[src/rtl/i2s_rx.sv]
// i2s_rx: Philips-format I2S receiver, oversampled on clk_in, delivering stereo DATA_WIDTH-bit pairs.
// Define I2S_RX_ERR_EN to enable frame_error_out pulses on short slots; otherwise it is tied low.
module i2s_rx #(
  parameter int DATA_WIDTH  = 16,
  parameter int SYNC_STAGES = 2
) (
  input  logic                  clk_in,
  input  logic                  reset_in,
  input  logic                  i2s_bclk_in,
  input  logic                  i2s_ws_in,
  input  logic                  i2s_d_in,
  output logic [DATA_WIDTH-1:0] left_out,
  output logic [DATA_WIDTH-1:0] right_out,
  output logic                  data_valid_out,
  output logic                  frame_error_out
);

  // state      | meaning
  // S_PRIME    | after reset, first sampled edge only seeds ws_prev
  // S_UNLOCKED | waiting for the first WS change; partial slot ignored
  // S_LOCKED   | slot capture and pair reporting active

  localparam int CNT_W = $clog2(DATA_WIDTH + 1);
  localparam logic [CNT_W-1:0] CNT_FULL = CNT_W'(DATA_WIDTH);
  localparam logic [CNT_W-1:0] CNT_LAST = CNT_W'(DATA_WIDTH - 1);

  typedef enum logic [1:0] {
    S_PRIME    = 2'd0,
    S_UNLOCKED = 2'd1,
    S_LOCKED   = 2'd2
  } state_t;

  logic [SYNC_STAGES-1:0] bclk_sync, ws_sync, d_sync;
  logic                   bclk_d, bclk_rise;
  logic                   edge_q, ws_q, d_q;
  state_t                 state, state_nxt;
  logic                   ws_prev, boundary;
  logic [CNT_W-1:0]       bit_cnt;
  logic [DATA_WIDTH-1:0]  shift_reg, left_hold, slot_word;
  logic                   left_ok, slot_done, slot_short;

  assign bclk_rise = bclk_sync[SYNC_STAGES-1] & ~bclk_d;

  // Edge event and the WS/SD bits it carries are registered together.
  always_ff @(posedge clk_in or negedge reset_in) begin
    if (!reset_in) begin
      bclk_sync <= '0;
      ws_sync   <= '0;
      d_sync    <= '0;
      bclk_d    <= 1'b0;
      edge_q    <= 1'b0;
      ws_q      <= 1'b0;
      d_q       <= 1'b0;
    end else begin
      bclk_sync <= {bclk_sync[SYNC_STAGES-2:0], i2s_bclk_in};
      ws_sync   <= {ws_sync[SYNC_STAGES-2:0], i2s_ws_in};
      d_sync    <= {d_sync[SYNC_STAGES-2:0], i2s_d_in};
      bclk_d    <= bclk_sync[SYNC_STAGES-1];
      edge_q    <= bclk_rise;
      ws_q      <= ws_sync[SYNC_STAGES-1];
      d_q       <= d_sync[SYNC_STAGES-1];
    end
  end

  always_ff @(posedge clk_in or negedge reset_in) begin
    if (!reset_in) state <= S_PRIME;
    else           state <= state_nxt;
  end

  always_comb begin
    state_nxt  = state;
    boundary   = ws_q ^ ws_prev;
    slot_done  = 1'b0;
    slot_short = 1'b0;
    slot_word  = (bit_cnt == CNT_LAST) ? {shift_reg[DATA_WIDTH-2:0], d_q} : shift_reg;
    case (state)
      S_PRIME:    if (edge_q) state_nxt = S_UNLOCKED;
      S_UNLOCKED: if (edge_q && boundary) state_nxt = S_LOCKED;
      S_LOCKED: begin
        if (edge_q && boundary) begin
          if (bit_cnt == CNT_LAST || bit_cnt == CNT_FULL) slot_done = 1'b1;
          else                                            slot_short = 1'b1;
        end
      end
      default:    state_nxt = S_PRIME;
    endcase
  end

  // The bit sampled at a boundary edge belongs to the slot that is ending.
  always_ff @(posedge clk_in or negedge reset_in) begin
    if (!reset_in) begin
      ws_prev        <= 1'b0;
      bit_cnt        <= '0;
      shift_reg      <= '0;
      left_hold      <= '0;
      left_ok        <= 1'b0;
      left_out       <= '0;
      right_out      <= '0;
      data_valid_out <= 1'b0;
    end else begin
      data_valid_out <= 1'b0;
      if (edge_q) begin
        ws_prev <= ws_q;
        if (boundary) begin
          bit_cnt   <= '0;
          shift_reg <= '0;
        end else if (state == S_LOCKED && bit_cnt < CNT_FULL) begin
          shift_reg <= {shift_reg[DATA_WIDTH-2:0], d_q};
          bit_cnt   <= bit_cnt + 1'b1;
        end
        if (slot_done) begin
          if (!ws_prev) begin
            left_hold <= slot_word;
            left_ok   <= 1'b1;
          end else if (left_ok) begin
            left_out       <= left_hold;
            right_out      <= slot_word;
            data_valid_out <= 1'b1;
            left_ok        <= 1'b0;
          end
        end
        if (slot_short) left_ok <= 1'b0;
      end
    end
  end

`ifdef I2S_RX_ERR_EN
  always_ff @(posedge clk_in or negedge reset_in) begin
    if (!reset_in) frame_error_out <= 1'b0;
    else           frame_error_out <= slot_short;
  end
`else
  assign frame_error_out = 1'b0;
`endif

endmodule

[config.mk]
export PLATFORM = sky130hd
export DESIGN_NAME = i2s_rx
export DESIGN_NICKNAME = d
export VERILOG_FILES = /design/src/rtl/i2s_rx.sv
export SDC_FILE = /design/constraint.sdc
export NUM_CORES = 1
export LEC_CHECK = 0
export CORE_MARGIN = 2
export CORE_UTILIZATION = 35
export DETAILED_ROUTE_END_ITERATION = 12
export MAX_ROUTING_LAYER = met4
export SYNTH_ARGS = -nofsm -noshare
export SYNTH_HDL_FRONTEND = slang
export SYNTH_SLANG_ARGS = --single-unit
[constraint.sdc]
create_clock -name clk_in -period 2.2 [get_ports clk_in]
set_input_delay 0.66 -clock clk_in [delete_from_list [all_inputs] [get_ports clk_in]]
set_output_delay 0.66 -clock clk_in [all_outputs]
set_load 0.01 [all_outputs]
==> flow_summary.yaml, run 1 <==
worst_setup_path:
  worstPathArrival_ps: 2300
  required_ps: 2440
  crit_path_max_fanout: 20
  startpoint_type: "flip-flop"
  worst_setup_path_end_kind: "flip-flop"
  r2r_cells: 5
  critPathKind: "reg2reg"
cts:
  postCtsHoldBufs: 0
  tritoncts: "done"
  cts_made_buffers: 9
  root_buffer: "clkbuf_8"
  post_cts_buffers: 0
  clk_path_buf_depth: 2
  cts_htree_levels: 3
  cts_sinks: 84
  clk-insertion-delay-late_ps: 350
  clk_pin_slew_ps: 80
  cts_resized: 0
synth:
  ys_seq_elements: 84
  synthesis.nets: 228
  synth_seq_area_share_pct: 61.07
  yosys.area_share.adder_pct: 1.091
  synth_top_family_by_area: "multiplexers"
  synth_xor_area_share_pct: 0.2545
  synth_cell_types: 36
  synthMuxAreaShare_pct: 21.92
  synthCells: 220
  synth_compound_area_share_pct: 7.997
  synth-simple-area-share_pct: 4.617
  netlist_area_um2: 3442
  ys_warn_count: 0
  postSynthAreaPerCell_um2: 15.65
grt:
  grt_start_max_net_pins: 37
  grt_first_pass_wirelength_um: 9901
  top_usage_layer: "met2"
  use_met1_pct: 17.73
  grt_pass1_vias: 1931
  grt-ovfl-total: 0
  antenna_found_initial: 0
  gr-usage-met2_pct: 17.73
  grt_use_met3_pct: 3.831
  track_usage_pct: 12.71
floorplanning:
  start_util_pct: 35.71
  ios: 39
  core-area_um2: 9639
  die_w_um: 103.2
  rows: 36
  die_h_um: 103.2
  dieArea_um2: 10640
sta:
  tightest_slew_ps: 1148
  rsz0062_at_grt: "no"
  fin_crit_ps: 2062
  hold_slack_ps: 199.8
  relSlewSlack_pct: 23.05
  fin_tns_setup_ps: 0
  hold_viol: 0
  worst_slack_ps: 137.9
  drv_slew: 0
  finalSetupViolCount: 0
  fmax_mhz: 484.9
  period_share_pct: 93.73
  finClkSkew_ps: 8.491
final_layout:
  n_antenna_cell: 0
  drive_gt1_share_pct: 35.66
  nets: 276
  final_common_cell: "dfrtp_1"
  fin_area_um2: 4223
  syn2layout_area_growth_pct: 22.68
  final_cell_mix: "dfrtp_1 (84), mux2_2 (65), clkdlybuf4s50_1 (36), a22o_1 (17), buf_4 (11)"
route:
  drtIter0Drc: 24
  drt_wl_total_um: 5685
  wl_per_cell_um: 14.04
  vias: 1895
  route.detailed.drc: 0
  antenna_left: 0
  first_pass_iters: 4
  avgViaCountPerCell: 4.679
power_and_ir_drop:
  peakVddDrop_mv: 0.3937
  powerDensity_nw_per_um2: 717.9
  leakage_nw: 2.014
place:
  io_buffers: 37
  dp.final_hpwl_um: 3770
  place.gp.congestion: 0.6647
  dpl_worst_slack_ps: 133.3
  place_area_um2: 3993
worst_hold_path:
  hold_class: "in2async"
status:
  outcome: "finished, final reports clean"
flow_run:
  timing.max_cap.violations: 0
-- worst max-delay path, cell delays in order, from the launching register on --
cell       delay [ps]
dfrtp_1           400
ha_1              260
nand4b_4          160
a2111oi_4         410
buf_4             350
mux2_2            370
-- cells in the mapped netlist --
| library cell | count | area share, % |
|---|---|---|
| a2111oi_0 | 1 | 0.25 |
| a2111oi_4 | 2 | 1.6 |
| a211oi_1 | 1 | 0.22 |
| a21boi_0 | 1 | 0.22 |
| a21oi_1 | 2 | 0.29 |
| a22o_1 | 17 | 4.3 |
| and2_1 | 1 | 0.18 |
| and3_1 | 1 | 0.18 |
| and4_1 | 1 | 0.25 |
| buf_2 | 3 | 0.44 |
| buf_4 | 1 | 0.22 |
| buf_6 | 4 | 1.3 |
| clkbuf_1 | 3 | 0.33 |
| conb_1 | 1 | 0.11 |
| dfrtp_1 | 84 | 61 |
| ha_1 | 3 | 1.1 |
| inv_1 | 6 | 0.65 |
| mux2_1 | 2 | 0.65 |
| mux2_2 | 65 | 21 |
| nand2_1 | 1 | 0.11 |
| nand2b_1 | 1 | 0.18 |
| nand3_1 | 1 | 0.15 |
| nand3b_1 | 1 | 0.22 |
| nand3b_4 | 1 | 0.58 |
| nand4_1 | 1 | 0.18 |
| nand4b_4 | 1 | 0.69 |
| nand4bb_4 | 1 | 0.80 |
| nor2_1 | 2 | 0.22 |
| nor2b_1 | 1 | 0.18 |
| nor3_2 | 1 | 0.29 |
| nor3b_1 | 1 | 0.22 |
| o21ai_0 | 4 | 0.58 |
| o21ai_2 | 1 | 0.25 |
| o2bb2ai_1 | 1 | 0.25 |
| or3_1 | 1 | 0.18 |
| xor2_1 | 1 | 0.25 |
-- through the flow --
stage                     cells  util (%)  power [mW]
final                       405     43.81       3.032
after floorplan             220         -       1.712
after CTS                   405     43.81       3.068
after global routing        405     43.81       3.172
after detailed placement    390     41.42       1.781
after global placement      390     41.42       1.774
-- report_power, final --
group / leakage [nW] / total [mW] / internal, mW / switching (mW)
sequential: 1.15 / 1.61 / 1.57 / 0.0373
combinational: 0.753 / 0.135 / 0.0557 / 0.0790
clock: 0.114 / 1.28 / 0.751 / 0.534
total: 2.01 / 3.03 / 2.38 / 0.650
-- path summary, 6_finish.rpt --
path / from / end / slack, ps
worst max-delay path: bit_cnt[0]$_DFFE_PN0P_ / left_out[13]$_DFFE_PN0P_ / 140
worst min-delay path: reset_in / right_out[14]$_DFFE_PN0P_ / 200
worst max register to register: bit_cnt[0]$_DFFE_PN0P_ / left_out[13]$_DFFE_PN0P_ / 140
worst min register to register: ws_sync[0]$_DFF_PN0_ / ws_sync[1]$_DFF_PN0_ / 350
max in group asynchronous: reset_in / left_out[13]$_DFFE_PN0P_ / 1490
min in group clk_in: ws_sync[0]$_DFF_PN0_ / ws_sync[1]$_DFF_PN0_ / 350
-- metal layers --
| layer | vias to the layer above | routed length [um] |
|---|---|---|
| li1 | 892 | - |
| met1 | 963 | 2847 |
| met4 | 0 | 72 |
| met5 | - | 0 |
| met3 | 7 | 162 |
| met2 | 33 | 2603 |
-- cell type report --
cell class	instances	area, um2
fillers	892	5416
flip-flops and latches	84	2102
multi-input cells	119	1239
repair buffers	48	462.9
well taps	133	166.4
clock buffers	11	131.4
clock inverters	4	98.84
inverters	6	22.52
-- cells by family after synthesis --
| family | Yosys count |
|---|---|
| adders and majority gates | 3 |
| muxes | 67 |
| DFF | 84 |
| AOI/OAI and AO/OA | 30 |
| buffers and inverters | 17 |
| and+or+nand+nor | 17 |
| other | 1 |
| xor gates and xnor gates | 1 |
Power figures use the tool's default switching activity.
==> run 2: changes to the inputs <==
--- a/config.mk
+++ b/config.mk
@@ -6,7 +6,7 @@
 export NUM_CORES = 1
 export LEC_CHECK = 0
 export CORE_MARGIN = 2
-export CORE_UTILIZATION = 35
+export CORE_UTILIZATION = 30
 export DETAILED_ROUTE_END_ITERATION = 12
 export MAX_ROUTING_LAYER = met4
 export SYNTH_ARGS = -nofsm -noshare
==> flow_summary.yaml, run 2 (synthesized netlist as in run 1, its figures left out) <==
worst_setup_path:
  worstPathArrival_ps: 2280
  r2r_cells: 6
  critPathKind: "reg2reg"
  crit_family: "buffers and inverters"
  cp-startpoint: "bit_cnt[0]$_DFFE_PN0P_"
  crit_cells: 6
  worstReg2RegStart: "bit_cnt[0]$_DFFE_PN0P_"
  cp_slowest_cell: "a2111oi_4"
  path_buf_inv: 2
  r2r_end: "left_out[4]$_DFFE_PN0P_"
  crit_path_max_fanout: 18
  worstPathCellList: "ha_1, buf_4, nand4b_4, a2111oi_4, buf_4, mux2_2"
  worst_setup_path_end_kind: "flip-flop"
  critPathCapture: "left_out[4]$_DFFE_PN0P_"
  r2r_setup_slack_ps: 140
  max_stage_delay_ps: 400
  cp_common_cell: "buf_4"
  startpoint_type: "flip-flop"
  required_ps: 2420
cts:
  post_cts_buffers: 0
  root_buffer: "clkbuf_16"
  tritoncts: "done"
  cts_made_buffers: 9
  clk_path_buf_depth: 2
  cts_resized: 1
  postCtsHoldBufs: 0
  clk-insertion-delay-late_ps: 330
  cts_sinks: 84
  clk_pin_slew_ps: 60
  cts_htree_levels: 3
sta:
  finalSetupViolCount: 0
  fin_tns_setup_ps: 0
  period_share_pct: 93.66
  fin_crit_ps: 2061
  fmax_mhz: 485.3
  relSlewSlack_pct: 24.35
  tightest_slew_ps: 1129
  drv_slew: 0
  finClkSkew_ps: 6.865
  rsz0062_at_grt: "no"
  hold_viol: 0
power_and_ir_drop:
  leakage_nw: 2.033
  pwr-share-comb_pct: 3.9
  switching_share_pct: 22.03
  powerDensity_nw_per_um2: 748.9
  pwr-share-seq_pct: 50.3
  peakVddDrop_mv: 0.4385
  switching_power_mw: 0.7083
  p_clk_share_pct: 45.8
  p_int_mw: 2.507
floorplanning:
  rows: 39
  start_util_pct: 30.40
  core-area_um2: 11320
  dieArea_um2: 12350
  ios: 39
  die_h_um: 111.1
  die_w_um: 111.1
route:
  drtIter0Drc: 48
  drt_wl_total_um: 5661
  first_pass_iters: 4
  vias: 1922
  avgViaCountPerCell: 4.631
  route.detailed.drc: 0
  wl_per_cell_um: 13.64
  antenna_left: 0
final_layout:
  final_cell_mix: "dfrtp_1 (84), mux2_2 (65), clkdlybuf4s50_1 (36), a22o_1 (17), buf_4 (10)"
  n_antenna_cell: 0
  final_common_cell: "dfrtp_1"
  drive_gt1_share_pct: 36.40
  fillers: 1094
  fin_util_pct: 37.92
  syn2layout_area_growth_pct: 24.72
  nets: 275
worst_hold_path:
  hold_class: "in2async"
flow_run:
  timing.max_cap.violations: 0
grt:
  grt_first_pass_wirelength_um: 10280
  track_usage_pct: 10.60
  grt_start_max_net_pins: 48
  antenna_found_initial: 0
  grt-ovfl-total: 0
  grt_pass1_vias: 2015
place:
  io_buffers: 37
  dp.final_hpwl_um: 3812
  place.gp.congestion: 0.7702
status:
  outcome: "finished, final reports clean"
-- run 2: power groups by stage --
stage | clock [mW] | sequential (mW) | combinational [mW]
global placement | 0 | 1.64 | 0.127
floorplan | 0 | 1.63 | 0.0819
finish | 1.47 | 1.62 | 0.127
detailed placement | 0 | 1.64 | 0.133
CTS | 1.52 | 1.62 | 0.132
global route | 1.60 | 1.62 | 0.143
-- run 2: cell type report --
| class | count | area [um2] | share of cell area, % |
|---|---|---|---|
| repair buffers | 47 | 455.4 | 10.61 |
| clock buffers | 10 | 229.0 | 5.334 |
| clock inverters | 6 | 63.81 | 1.486 |
| well taps | 143 | 178.9 | 4.168 |
| multi-input cells | 119 | 1241 | 28.91 |
| inverters | 6 | 22.52 | 0.5246 |
| flip-flops and latches | 84 | 2102 | 48.97 |
-- run 2: per-layer routing --
layer | up-vias | global-route usage, % | share of wire [%]
met4 | 0 | 3.951 | 1.5
li1 | 893 | - | -
met3 | 10 | 3.280 | 4.3
met5 | - | - | 0
met1 | 982 | 14.18 | 48
met2 | 37 | 15.21 | 46
-- run 2: per-stage QoR --
stage          hold WS (ps)  instances  worst slack [ps]  total power, mW  cell area [um2]
6_report              132.7        415             139.4            3.215             4293
5_1_grt               122.0        415             9.904            3.361             4293
4_1_cts               125.2        415             119.7            3.263             4293
3_3_place_gp          334.6        399             58.89            1.768             3998
2_1_floorplan         331.2        220             59.88            1.712             3443
3_5_place_dp          337.1        399             14.13            1.777             3998
-- run 2: worst min path at each step --
stage	start	to	cells past startpoint
after floorplan	bclk_sync[0]$_DFF_PN0_	bclk_sync[1]$_DFF_PN0_	0
after detailed placement	ws_sync[1]$_DFF_PN0_	ws_q$_DFF_PN0_	0
final	reset_in	left_out[14]$_DFFE_PN0P_	1
after CTS	reset_in	left_out[14]$_DFFE_PN0P_	1
after global placement	ws_sync[1]$_DFF_PN0_	ws_q$_DFF_PN0_	0
after global routing	reset_in	left_out[14]$_DFFE_PN0P_	1
==> variant 1: new RTL, flow settings as in run 2 <==
The parameter `DATA_WIDTH` goes from 16 to 8.
--- a/src/rtl/i2s_rx.sv
+++ b/src/rtl/i2s_rx.sv
@@ -1,7 +1,7 @@
 // i2s_rx: Philips-format I2S receiver, oversampled on clk_in, delivering stereo DATA_WIDTH-bit pairs.
 // Define I2S_RX_ERR_EN to enable frame_error_out pulses on short slots; otherwise it is tied low.
 module i2s_rx #(
-  parameter int DATA_WIDTH  = 16,
+  parameter int DATA_WIDTH  = 8,
   parameter int SYNC_STAGES = 2
 ) (
   input  logic                  clk_in,
Interface: changed (resized left_out and right_out); port bits go from 39 to 23. No check against the original RTL was run, so the function may have changed too.
==> variant 1 against run 2 <==
  * Fmax up 1.1%
  * Total power down 50%
  * Cell count down 42%
  * Design area down 43%
  * Setup slack better by 0.023 ns
  * Wire length down 39%
  * Area after synthesis down 41%
  * Sequential cell count down 33
  * Critical endpoint unchanged
==> variant 1: results <==
metrics = {
    "detailed_routing": {
        "drtIter0Drc": 32,
        "vias": 1171,
        "wl_met2_mm": 1.773,
        "top_layer_used": "met4",
        "wl_met3_um": 138,
        "dr.pass1.iters": 4,
        "wl_mm": 3.450,
        "wl_met1_mm": 1.499,
    },
    "placed_design": {
        "place.detailed.hpwl_mm": 2.456,
        "gp_congestion": 0.8036,
        "place_ws_ns": 0.1903,
        "port_buffers": 21,
        "dpl_cell_area_um2": 2357,
        "dp_cells": 233,
    },
    "synth": {
        "synth_ff_type": "dfrtp_1",
        "yosysSeqAreaShare": 0.6285,
        "yosys-top-cells-area": "dfrtp_1 (63%), mux2_2 (18%), a22o_1 (3.9%), a2111oi_4 (2.7%), ha_1 (1.2%)",
        "synth_cell_types": 29,
        "synthArstFlopShare": 1.000,
        "syn_nets": 141,
        "synth.avg_cell_area_um2": 15.15,
        "synthTopCellsByCount": "dfrtp_1 (51), mux2_2 (33), a22o_1 (9)",
    },
    "timing": {
        "skew_ns": 0.01417,
        "slew_headroom": 0.5610,
        "period_share": 0.9261,
    },
    "setup_path": {
        "r2r_cells": 6,
        "crit_path_max_fanout": 17,
        "regToRegSetupSlack_ns": 0.16,
        "crit_start": "bit_cnt[0]",
        "arrival_ns": 2.21,
        "crit_end": "left_out[4]",
    },
    "power": {
        "pg_comb_mw": 0.102,
        "powerClk_mw": 0.506,
        "p_int_mw": 1.239,
        "leakage_nw": 1.114,
        "sw_frac_of_total": 0.2354,
        "peakVddDrop_v": 0.0004142,
    },
    "cells_and_area": {
        "n_fill_cell": 614,
        "final_net_count": 170,
        "drive_gt1_frac": 0.3049,
        "instances_no_fill": 241,
    },
    "clocking": {
        "post-cts-setup-buffer-count": 0,
        "clockBufferDepth": 2,
        "ctsRootBufferMaster": "clkbuf_8",
        "numCtsBuffers": 5,
        "cts_resized": 0,
        "clkLatencyLatePin_ns": 0.30,
        "clk_pin_slew_ns": 0.09,
        "cts_htree_levels": 2,
    },
    "global_route": {
        "grt_util_met1": 0.1201,
        "grt_usage": 0.1036,
        "grt_max_degree": 30,
        "grt_pass1_wl_mm": 5.913,
        "antenna_found_initial": 0,
        "grt_use_met2": 0.1783,
        "met3_usage": 0.02952,
    },
    "status": {
        "status": "completed",
    },
    "hold_path": {
        "min_path_type": "in2async",
    },
}
[variant 1: cell types whose count changed after synthesis, moves of 2 or more]
cell,delta
mux2_1,-2
inv_1,-3
mux2_2,-32
clkbuf_1,-2
buf_6,-3
nand3_1,+3
a22o_1,-8
nand3b_1,+2
dfrtp_1,-33
[variant 1: how the worst min path moves through the flow]
stage / startpoint / endpoint / slack, ns / depth (start not counted)
6_report: reset_in / d_q / 0.33 / 1
3_3_place_gp: ws_sync[0] / ws_sync[1] / 0.33 / 0
2_1_floorplan: bclk_sync[0] / bclk_sync[1] / 0.33 / 0
5_1_grt: reset_in / d_q / 0.35 / 1
3_5_place_dp: ws_sync[0] / ws_sync[1] / 0.34 / 0
4_1_cts: reset_in / d_q / 0.33 / 1
[variant 1: worst max-delay path: stages, from the launching register on]
cell and delay (ns):
dfrtp_1 0.42, inv_1 0.10, ha_1 0.15, nand3b_1 0.19
a2111oi_4 0.38, buf_4 0.30, mux2_2 0.37
[variant 1: cell families (layout without fill, tap and decap cells)]
logic type / after synthesis / in the layout / synth area share
buffers and inverters: 8 / 38 / 0.02156
other: 1 / 1 / 0.001847
adder cells (fa/ha/maj): 2 / 2 / 0.01232
multiplexers: 34 / 34 / 0.1879
AO/OA/AOI/OAI: 19 / 19 / 0.08872
XOR/XNOR: 1 / 1 / 0.004314
AND/OR/NAND/NOR: 18 / 18 / 0.05484
flip-flops: 51 / 51 / 0.6285
[variant 1: area by class of cell]
cell class / count / area (um^2) / share of cell area
Sequential cell: 51 / 1276 / 0.5233
Multi-Input combinational cell: 75 / 710.7 / 0.2914
Timing Repair Buffer: 27 / 262.8 / 0.1077
Tap cell: 77 / 96.34 / 0.03951
Clock buffer: 7 / 76.32 / 0.03130
Inverter: 3 / 11.26 / 0.004618
Clock inverter: 1 / 5.005 / 0.002052
==> variant 2: new RTL, settings of run 2 <==
Made on the original files. One comparison of `bit_cnt` changes from == to >=.
--- a/src/rtl/i2s_rx.sv
+++ b/src/rtl/i2s_rx.sv
@@ -72,7 +72,7 @@
     boundary   = ws_q ^ ws_prev;
     slot_done  = 1'b0;
     slot_short = 1'b0;
-    slot_word  = (bit_cnt == CNT_LAST) ? {shift_reg[DATA_WIDTH-2:0], d_q} : shift_reg;
+    slot_word  = (bit_cnt >= CNT_LAST) ? {shift_reg[DATA_WIDTH-2:0], d_q} : shift_reg;
     case (state)
       S_PRIME:    if (edge_q) state_nxt = S_UNLOCKED;
       S_UNLOCKED: if (edge_q && boundary) state_nxt = S_LOCKED;
Formal check against the unedited RTL: same outputs for any inputs over 10 cycles, from zero or initial values and one cycle with reset_in low; that may be too few to reach the edited logic, so the function may still have changed.
==> variant 2 against run 2 <==
  * Setup slack gained 0.0096 ns
  * Design area down 5.3%
  * Area after synthesis fell by 3.7%
  * Non-clock buffer count fell by 2
  * Via count increased by 3.5%
  * Combinational power is 5% lower
  * Global-route usage rose by 0.53 points
  * Wire length rose by 2.0%
  * Sequential cell count stayed put
  * Fmax increased by 0.47%
  * Count of clock-buffer cells in the layout is 1 lower
  * Total power decreased by 12%
  * Die area fell by 3.6%
==> variant 2: results <==
metrics = {
    "synth": {
        "syn_inst": 253,
        "syn_nets": 261,
        "synth_compound_area_frac": 0.1208,
        "synthTopCellsByCount": "dfrtp_1 (84), nor2_1 (35), a21oi_1 (31)",
        "synth_adder_area_share": 0.01133,
        "yosysSeqAreaShare": 0.6344,
        "yosys-top-cells-area": "dfrtp_1 (63%), mux2_2 (5.1%), mux2i_1 (4.8%), a21oi_1 (4.7%), a22o_1 (4.5%)",
        "yosysWarnings": 0,
        "synth_cell_types": 33,
        "synthArstFlopShare": 1.000,
        "synthMuxAreaShare": 0.1095,
        "yosys.area_share.xor_xnor": 0.01284,
    },
    "placed_design": {
        "gp_congestion": 0.7474,
        "port_buffers": 37,
        "place.detailed.hpwl_mm": 3.923,
        "dp_cells": 424,
        "place_ws_ns": 0.1678,
    },
    "clocking": {
        "cts_tree": "built",
        "cts_resized": 0,
        "cts_htree_levels": 3,
        "ctsRootBufferMaster": "clkbuf_8",
        "clk_pin_slew_ns": 0.09,
        "clkLatencyLatePin_ns": 0.34,
        "numCtsBuffers": 9,
        "clockBufferDepth": 2,
        "post-cts-setup-buffer-count": 0,
    },
    "timing": {
        "skew_ns": 0.008066,
        "fin_setup_tns_ns": 0,
    },
    "setup_path": {
        "crit_path_max_fanout": 40,
        "max_stage_delay_ns": 0.45,
        "crit_family": "compound AO/OA/AOI/OAI gates",
        "cp_slowest_cell": "a2111oi_4",
        "arrival_ns": 2.28,
    },
    "global_route": {
        "antenna_found_initial": 0,
        "grt_usage": 0.1113,
        "grt_pass1_wl_mm": 9.873,
        "grt_max_degree": 41,
    },
    "detailed_routing": {
        "drtIter0Drc": 95,
        "dr.pass1.iters": 4,
        "avgRoutedWirePerCell_um": 13.13,
        "vias": 1989,
        "wl_mm": 5.775,
    },
    "power": {
        "leakage_nw": 1.816,
        "powerDensity_nw_per_um2": 699.2,
        "peakVddDrop_v": 0.0003909,
    },
    "status": {
        "status": "completed",
    },
    "cells_and_area": {
        "drive_gt1_frac": 0.1600,
        "antenna_cells": 0,
        "n_fill_cell": 1018,
        "final_net_count": 303,
    },
    "hold_path": {
        "min_path_type": "in2async",
    },
}
## variant 2: final timing paths
| path | startpoint | depth (start not counted) | slack (ns) | endpoint |
|---|---|---|---|---|
| min reg2reg | ws_sync[0] | 0 | 0.35 | ws_sync[1] |
| max in group asynchronous | reset_in | 2 | 1.38 | left_out[4] |
| min | reset_in | 1 | 0.25 | ws_sync[1] |
| max | bit_cnt[1] | 5 | 0.15 | left_out[12] |
| min in group clk_in | ws_sync[0] | 0 | 0.35 | ws_sync[1] |
| max reg2reg | bit_cnt[1] | 5 | 0.15 | left_out[12] |
## variant 2: layout make-up
| type | instances | area [um^2] | area share |
|---|---|---|---|
| Tap cell | 140 | 175.2 | 0.04310 |
| Clock buffer | 9 | 123.9 | 0.03048 |
| Timing Repair Buffer | 45 | 465.4 | 0.1145 |
| Multi-Input combinational cell | 150 | 1097 | 0.2700 |
| Sequential cell | 84 | 2102 | 0.5172 |
| Inverter | 5 | 18.77 | 0.004618 |
| Clock inverter | 7 | 81.33 | 0.02001 |
## variant 2: where the power goes
part,total [mW],internal (mW),switching (mW)
logic,0.121,0.0480,0.0732
registers,1.61,1.57,0.0367
clock network,1.11,0.540,0.569
total,2.84,2.16,0.679
## variant 2: per-stage QoR
stage               power (mW)  utilization  cell area, um^2
global route             2.984       0.3765             4064
global placement         1.761       0.3575             3859
detailed placement       1.766       0.3575             3859
floorplan                1.703            -             3313
CTS                      2.891       0.3765             4064
finish                   2.842       0.3765             4064
## variant 2: per-layer routing
metal,wire [um],global-route usage
met5,0,-
met2,2779,0.1628
met4,57,0.04396
met3,201,0.02869
met1,2737,0.1475
